**config.mk**
```make
export PLATFORM = sky130hd
export DESIGN_NAME = clock_divider_bank
export DESIGN_NICKNAME = d
export VERILOG_FILES = /design/src/rtl/clock_divider_bank.sv
export SDC_FILE = /design/constraint.sdc
export NUM_CORES = 1
export LEC_CHECK = 0
export ABC_AREA = 1
export BUFFER_PORTS_ARGS = -buffer_cell sky130_fd_sc_hd__buf_2
export CORE_MARGIN = 5
export CORE_UTILIZATION = 56
export CTS_CLUSTER_SIZE = 20
export DETAILED_ROUTE_END_ITERATION = 12
export PLACE_DENSITY_LB_ADDON = 0.08
export SYNTH_ARGS = -nofsm -noshare
export SYNTH_HDL_FRONTEND = slang
export SYNTH_SLANG_ARGS = --single-unit
export TNS_END_PERCENT = 100
```
**constraint.sdc**
```tcl
create_clock -name clk_in -period 2.45 [get_ports clk_in]
set_input_delay 0.1225 -clock clk_in [delete_from_list [all_inputs] [get_ports clk_in]]
set_output_delay 0.1225 -clock clk_in [all_outputs]
set_load 0.03 [all_outputs]
```
**src/rtl/clock_divider_bank.sv**
```systemverilog
// Bank of run-time programmable 50%-duty integer clock dividers.
// Divisor changes land only on period boundaries; odd divisors use a negedge flop.
module clock_divider_bank #(
  parameter int NUM_CH      = 4,
  parameter int DIV_W       = 8,
  parameter int DEFAULT_DIV = 5,
  localparam int CH_W = (NUM_CH > 1) ? $clog2(NUM_CH) : 1
) (
  input  logic              clk_in,
  input  logic              reset_n,
  input  logic [NUM_CH-1:0] enable,
  input  logic              div_wr,
  input  logic [CH_W-1:0]   div_ch,
  input  logic [DIV_W-1:0]  div_val,
  output logic              div_ack,
  output logic              div_err,
  input  logic              sync_restart,
  output logic [NUM_CH-1:0] pending,
  output logic [NUM_CH-1:0] clk_out,
  output logic [NUM_CH-1:0] tick
);

  typedef logic [DIV_W-1:0] div_t;

  localparam div_t DEF = div_t'(DEFAULT_DIV);
  localparam div_t ONE = div_t'(1);

  div_t d_act_q  [NUM_CH];
  div_t d_act_d  [NUM_CH];
  div_t d_pend_q [NUM_CH];
  div_t d_pend_d [NUM_CH];
  div_t cnt_q    [NUM_CH];
  div_t cnt_d    [NUM_CH];
  div_t nd       [NUM_CH];

  logic [NUM_CH-1:0] pend_q, pend_d;
  logic [NUM_CH-1:0] p_q, p_d;
  logic [NUM_CH-1:0] n_q;
  logic [NUM_CH-1:0] odd_q, odd_d;
  logic [NUM_CH-1:0] tick_q, tick_d;
  logic [NUM_CH-1:0] last, wrap, idle_app;
  logic              ack_q, ack_d;
  logic              err_q, err_d;
  logic              wr_ok;

  always_comb begin
    wr_ok = div_wr && (div_val > ONE)
            && (int'(div_ch) < NUM_CH);
    ack_d = wr_ok;
    err_d = div_wr && !wr_ok;
    for (int i = 0; i < NUM_CH; i++) begin
      d_act_d[i]  = d_act_q[i];
      d_pend_d[i] = d_pend_q[i];
      cnt_d[i]    = cnt_q[i];
      pend_d[i]   = pend_q[i];
      p_d[i]      = p_q[i];
      odd_d[i]    = odd_q[i];
      tick_d[i]   = 1'b0;
      nd[i]       = pend_q[i] ? d_pend_q[i]
                              : d_act_q[i];
      last[i]     = cnt_q[i] == (d_act_q[i] - ONE);
      wrap[i]     = enable[i]
                    && (last[i] || sync_restart);
      idle_app[i] = !enable[i] && last[i]
                    && pend_q[i];
      if (wrap[i]) begin
        d_act_d[i] = nd[i];
        pend_d[i]  = 1'b0;
        cnt_d[i]   = '0;
        p_d[i]     = 1'b1;
        odd_d[i]   = nd[i][0];
        tick_d[i]  = 1'b1;
      end else if (idle_app[i]) begin
        // Idle channels park at D-1 so the next enable wraps at once.
        d_act_d[i] = nd[i];
        pend_d[i]  = 1'b0;
        cnt_d[i]   = nd[i] - ONE;
      end else if (!last[i]) begin
        cnt_d[i] = cnt_q[i] + ONE;
        if (cnt_d[i] == (d_act_q[i] >> 1))
          p_d[i] = 1'b0;
      end
      if (wr_ok && (int'(div_ch) == i)) begin
        d_pend_d[i] = div_val;
        pend_d[i]   = 1'b1;
      end
    end
  end

  always_ff @(posedge clk_in or negedge reset_n) begin
    if (!reset_n) begin
      for (int i = 0; i < NUM_CH; i++) begin
        d_act_q[i]  <= DEF;
        d_pend_q[i] <= DEF;
        cnt_q[i]    <= DEF - ONE;
      end
      pend_q <= '0;
      p_q    <= '0;
      odd_q  <= '0;
      tick_q <= '0;
      ack_q  <= 1'b0;
      err_q  <= 1'b0;
    end else begin
      for (int i = 0; i < NUM_CH; i++) begin
        d_act_q[i]  <= d_act_d[i];
        d_pend_q[i] <= d_pend_d[i];
        cnt_q[i]    <= cnt_d[i];
      end
      pend_q <= pend_d;
      p_q    <= p_d;
      odd_q  <= odd_d;
      tick_q <= tick_d;
      ack_q  <= ack_d;
      err_q  <= err_d;
    end
  end

  // Half-cycle extension of the high phase for odd divisors.
  always_ff @(negedge clk_in or negedge reset_n) begin
    if (!reset_n) n_q <= '0;
    else          n_q <= p_q;
  end

  assign clk_out = p_q | (n_q & odd_q);
  assign tick    = tick_q;
  assign pending = pend_q;
  assign div_ack = ack_q;
  assign div_err = err_q;

endmodule

```
Yosys cells after proc, flatten, opt, wreduce, memory -nomap -nowiden --
Index checks and enable logic that the tools add are counted.
Cells by class: reductions and logical operators 44, order comparisons 1, eq/ne operators 23, bitwise logic cells 2, mux-type cells 56, $add $sub $neg 12
Operator list (count):
- $mux W8 | 24
- $sub A8 B1 Y8 const B | 8
- $add A8 B1 Y8 const B | 4
- $eq A8 B7 Y1 | 4
- $eq A8 B8 Y1 | 4
- $mux W1 | 32
- $logic_and A1 B1 Y1 | 18
- $reduce_bool A2 Y1 | 8
- $ne A3 B1 Y1 const B | 4
- $reduce_and A3 Y1 | 4
- $reduce_bool A3 Y1 | 4
- $gt A8 B1 Y1 const B | 1
- $ne A2 B1 Y1 const B | 4
- $ne A2 B2 Y1 const B | 4
- $logic_not A1 Y1 | 5
- $and A4 B4 Y4 | 1
- $eq A2 B2 Y1 const B | 2
- $logic_or A1 B1 Y1 | 4
- $or A4 B4 Y4 | 1
- $eq A2 B1 Y1 const B | 1
- $logic_not A2 Y1 | 1
Word-level totals: input port bits 18, logic and storage cells 166, register bits after elaboration 118, output and inout port bits 14

Logic depth before layout (Yosys ltp) --
depth after elaboration 7, gate-level depth with buffers 17, gate-level depth less buffers 17

==> impl_metrics.json <==
{
  "r2r.worst_path.cells": 11,
  "swShare_pct": 43.2,
  "vias_per_cell": 5.18,
  "maxSlewHeadroom_pct": 45.2,
  "grt_max_degree": 66,
  "crit_fanout": 1,
  "maxSlewViolCount": 0,
  "final_nets": 1272,
  "synthArstFlopShare_pct": 100,
  "htree_levels": 4,
  "max_cap_viol_count": 0,
  "layout_commonest_cell": "nand2_1",
  "antenna_found_initial": 0,
  "skew_ns": 0.0217,
  "hold_depth": 3,
  "cts_tree": "yes",
  "ys.flop_type": "dfrtp_1",
  "io-pin-count": 32,
  "drive_gt1_share_pct": 14.6,
  "vdd.ir_drop.worst_v": 0.000652,
  "seq_power_share_pct": 30.5,
  "synthCells": 1179,
  "area.growth.synth_to_final_pct": 15.3,
  "pwr-share-comb_pct": 45.0,
  "r2r_start": "d_act_q[16]",
  "synth-edff-count": 0,
  "p_sw_mw": 4.56,
  "drt-pass1-iter-count": 5,
  "timing.rr.end": "d_act_q[20]",
  "grt_pass1_vias": 6942,
  "critPathCaptureType": "primary output",
  "crit_start": "n_q[2]",
  "n_antenna_cell": 0,
  "cellPowerDensity_mw_per_mm2": 1110,
  "post_drt_wl_per_cell_um": 14.2,
  "cpMaxStageDelayCell": "dfrtn_1",
  "leakage_nw": 4.85,
  "setup.worst_path.start_class": "flop",
  "yosysTopAreaCell": "dfrtp_1",
  "initial_utilization_pct": 56.9,
  "pre_cts_ws_ns": 0.0784,
  "synthTopCellsByArea": "dfrtp_1, nand2_1, inv_1, xor2_1, dfstp_2",
  "finalPower_mw": 10.6,
  "pwr-share-clk_pct": 24.4,
  "seqCellArea_mm2": 0.00298,
  "path_clk_slew_ns": 0.05,
  "place_congestion": 0.925,
  "critPathBufInv": 1,
  "yosysSeqAreaShare_pct": 36.1,
  "hpwl_mm": 15.1,
  "portBuffers": 31,
  "worstSetupPathType": "flop to primary output",
  "rrSetupSlack_ns": 0.09,
  "grt.overflow.total": 0,
  "die_x_um": 131,
  "rsz0062_at_grt": "true",
  "yosys_warnings": 0,
  "grt_pass1_wl_mm": 33.7,
  "drtIter0Drc": 578,
  "rows": 44,
  "p_int_mw": 6.01,
  "syn_area_mm2": 0.00824,
  "clk_latency_ns": 0.41,
  "arrival_ns": 2.30,
  "cts_buffer_depth": 2,
  "cp.depth": 2,
  "multi_input_area_mm2": 0.00460,
  "final_cell_mix": "nand2_1, inv_1, nand3_1, dfrtp_1, o21ai_0",
  "hold_path.class": "input port to flop",
  "fin_ws_ns": 0.0286,
  "yosysTopAreaCellShare_pct": 28.6,
  "post-route-drc-count": 0,
  "wl_mm": 20.5,
  "coreArea_mm2": 0.0145,
  "crit_chain": "a21o_1, clkbuf_4",
  "synthDistinctLibCells": 48,
  "slowest_delay_ns": 0.38,
  "cts_made_buffers": 17,
  "status": "complete, no violations",
  "fill_cells": 1315,
  "cts.sinks": 118,
  "clock-root-buffer": "clkbuf_16",
  "crit_family": "flip-flops",
  "fp.dieH_um": 131,
  "hold_viol_final": 0,
  "synth_seq_cells": 118,
  "drtAntennaViolNets": 0,
  "grt_use_total_pct": 23.4,
  "required_ns": 2.33,
  "num_vias": 7457,
  "worst_pin_slew_ns": 0.822,
  "tns_ns": 0,
  "finalSetupViolCount": 0,
  "cp-endpoint": "clk_out[2]",
  "syn-num-nets": 1209,
  "die-area_mm2": 0.0172,
  "synth_area_per_cell_um2": 6.99
}
-- power by group through the flow --
| stage | clock network (mW) | registers, mW | logic, mW |
|---|---|---|---|
| 6_report | 2.58 | 3.23 | 4.76 |
| 5_1_grt | 2.70 | 3.31 | 5.42 |
| 4_1_cts | 2.62 | 3.22 | 4.60 |
| 3_5_place_dp | 0 | 3.24 | 4.55 |
| 3_3_place_gp | 0 | 3.24 | 4.51 |
| 2_1_floorplan | 0 | 2.98 | 3.72 |
-- routing by layer --
metal	share of wire [%]	track usage (%)	routed length, um
met1	47	32.9	9610
met2	47	37.4	9710
met3	4.5	4.43	918
met4	1.2	5.94	248
met5	0	0	0
-- area by class of cell --
cell class / count / share of cell area (%)
repair buffers: 68 / 4.79
inverters: 166 / 6.58
clock buffers: 24 / 5.18
flip-flops and latches: 118 / 31.3
well taps: 184 / 2.42
clock inverters: 8 / 1.29
multi-input cells: 871 / 48.4
-- logic make-up (layout without fill, tap and decap cells) --
group	Yosys count	in the layout	share of synthesized area, %
AO/OA/AOI/OAI	122	122	7.85
XOR/XNOR	84	84	9.11
adder cells (fa/ha/maj)	12	12	1.82
buffers and inverters	192	266	9.57
flip-flops	118	118	36.1
multiplexers	2	2	0.273
AND/OR/NAND/NOR	649	651	35.2
-- synthesized netlist by cell type, types with 13 or more instances --
cell type	instances
nand2_1	386
xor2_1	63
nor3_1	13
nor2_1	73
xnor2_1	19
nand3_1	101
o21ai_0	90
nand4_1	26
dfrtp_1	94
inv_1	162
dfstp_2	20
o21ai_1	14
-- worst reg2reg max path, cell delays in order, from the launching register on --
cell and delay [ns]:
dfstp_2 0.54, inv_1 0.07, ha_1 0.30, or2_0 0.25
a21oi_2 0.15, nand3_1 0.13, nor2_4 0.17, nand4_4 0.15
inv_4 0.13, nand2_4 0.13, nand2_4 0.14, o21ai_1 0.08
-- through the flow --
step	std cells	area [um^2]	utilization [%]	hold WS, ns
5_1_grt	1439	9500	65.6	0.00816
3_5_place_dp	1390	8630	59.6	0.115
2_1_floorplan	1179	8240	-	-0.173
6_report	1439	9500	65.6	0.0120
4_1_cts	1427	9290	64.2	0.000763
3_3_place_gp	1390	8630	59.6	0.110
-- worst min-delay path by stage --
| stage | to | slack, ns | startpoint |
|---|---|---|---|
| after global routing | d_pend_q[7] | 0.008 | div_val[7] |
| after floorplan | cnt_q[0] | -0.17 | reset_n |
| after detailed placement | odd_q[1] | 0.11 | reset_n |
| after CTS | d_pend_q[23] | 0.0008 | div_val[7] |
| after global placement | odd_q[1] | 0.11 | reset_n |
| final | d_pend_q[23] | 0.01 | div_val[7] |
-- state kept, by name (all words and copies together) (netlist names), 4 cells and up --
| name | flops |
|---|---|
| d_pend_q | 32 |
| tick | 4 |
| p_q | 4 |
| d_act_q | 32 |
| n_q | 4 |
| pending | 4 |
| odd_q | 4 |
| cnt_q | 32 |
-- timing repair --
action                                 CTS  global route
buffers inserted                         0            10
hold buffers                             5             0
endpoints found under the hold margin   33             0
gates resized for setup                  0            34
setup endpoints to repair                0            63
Power figures use the tool's default switching activity.
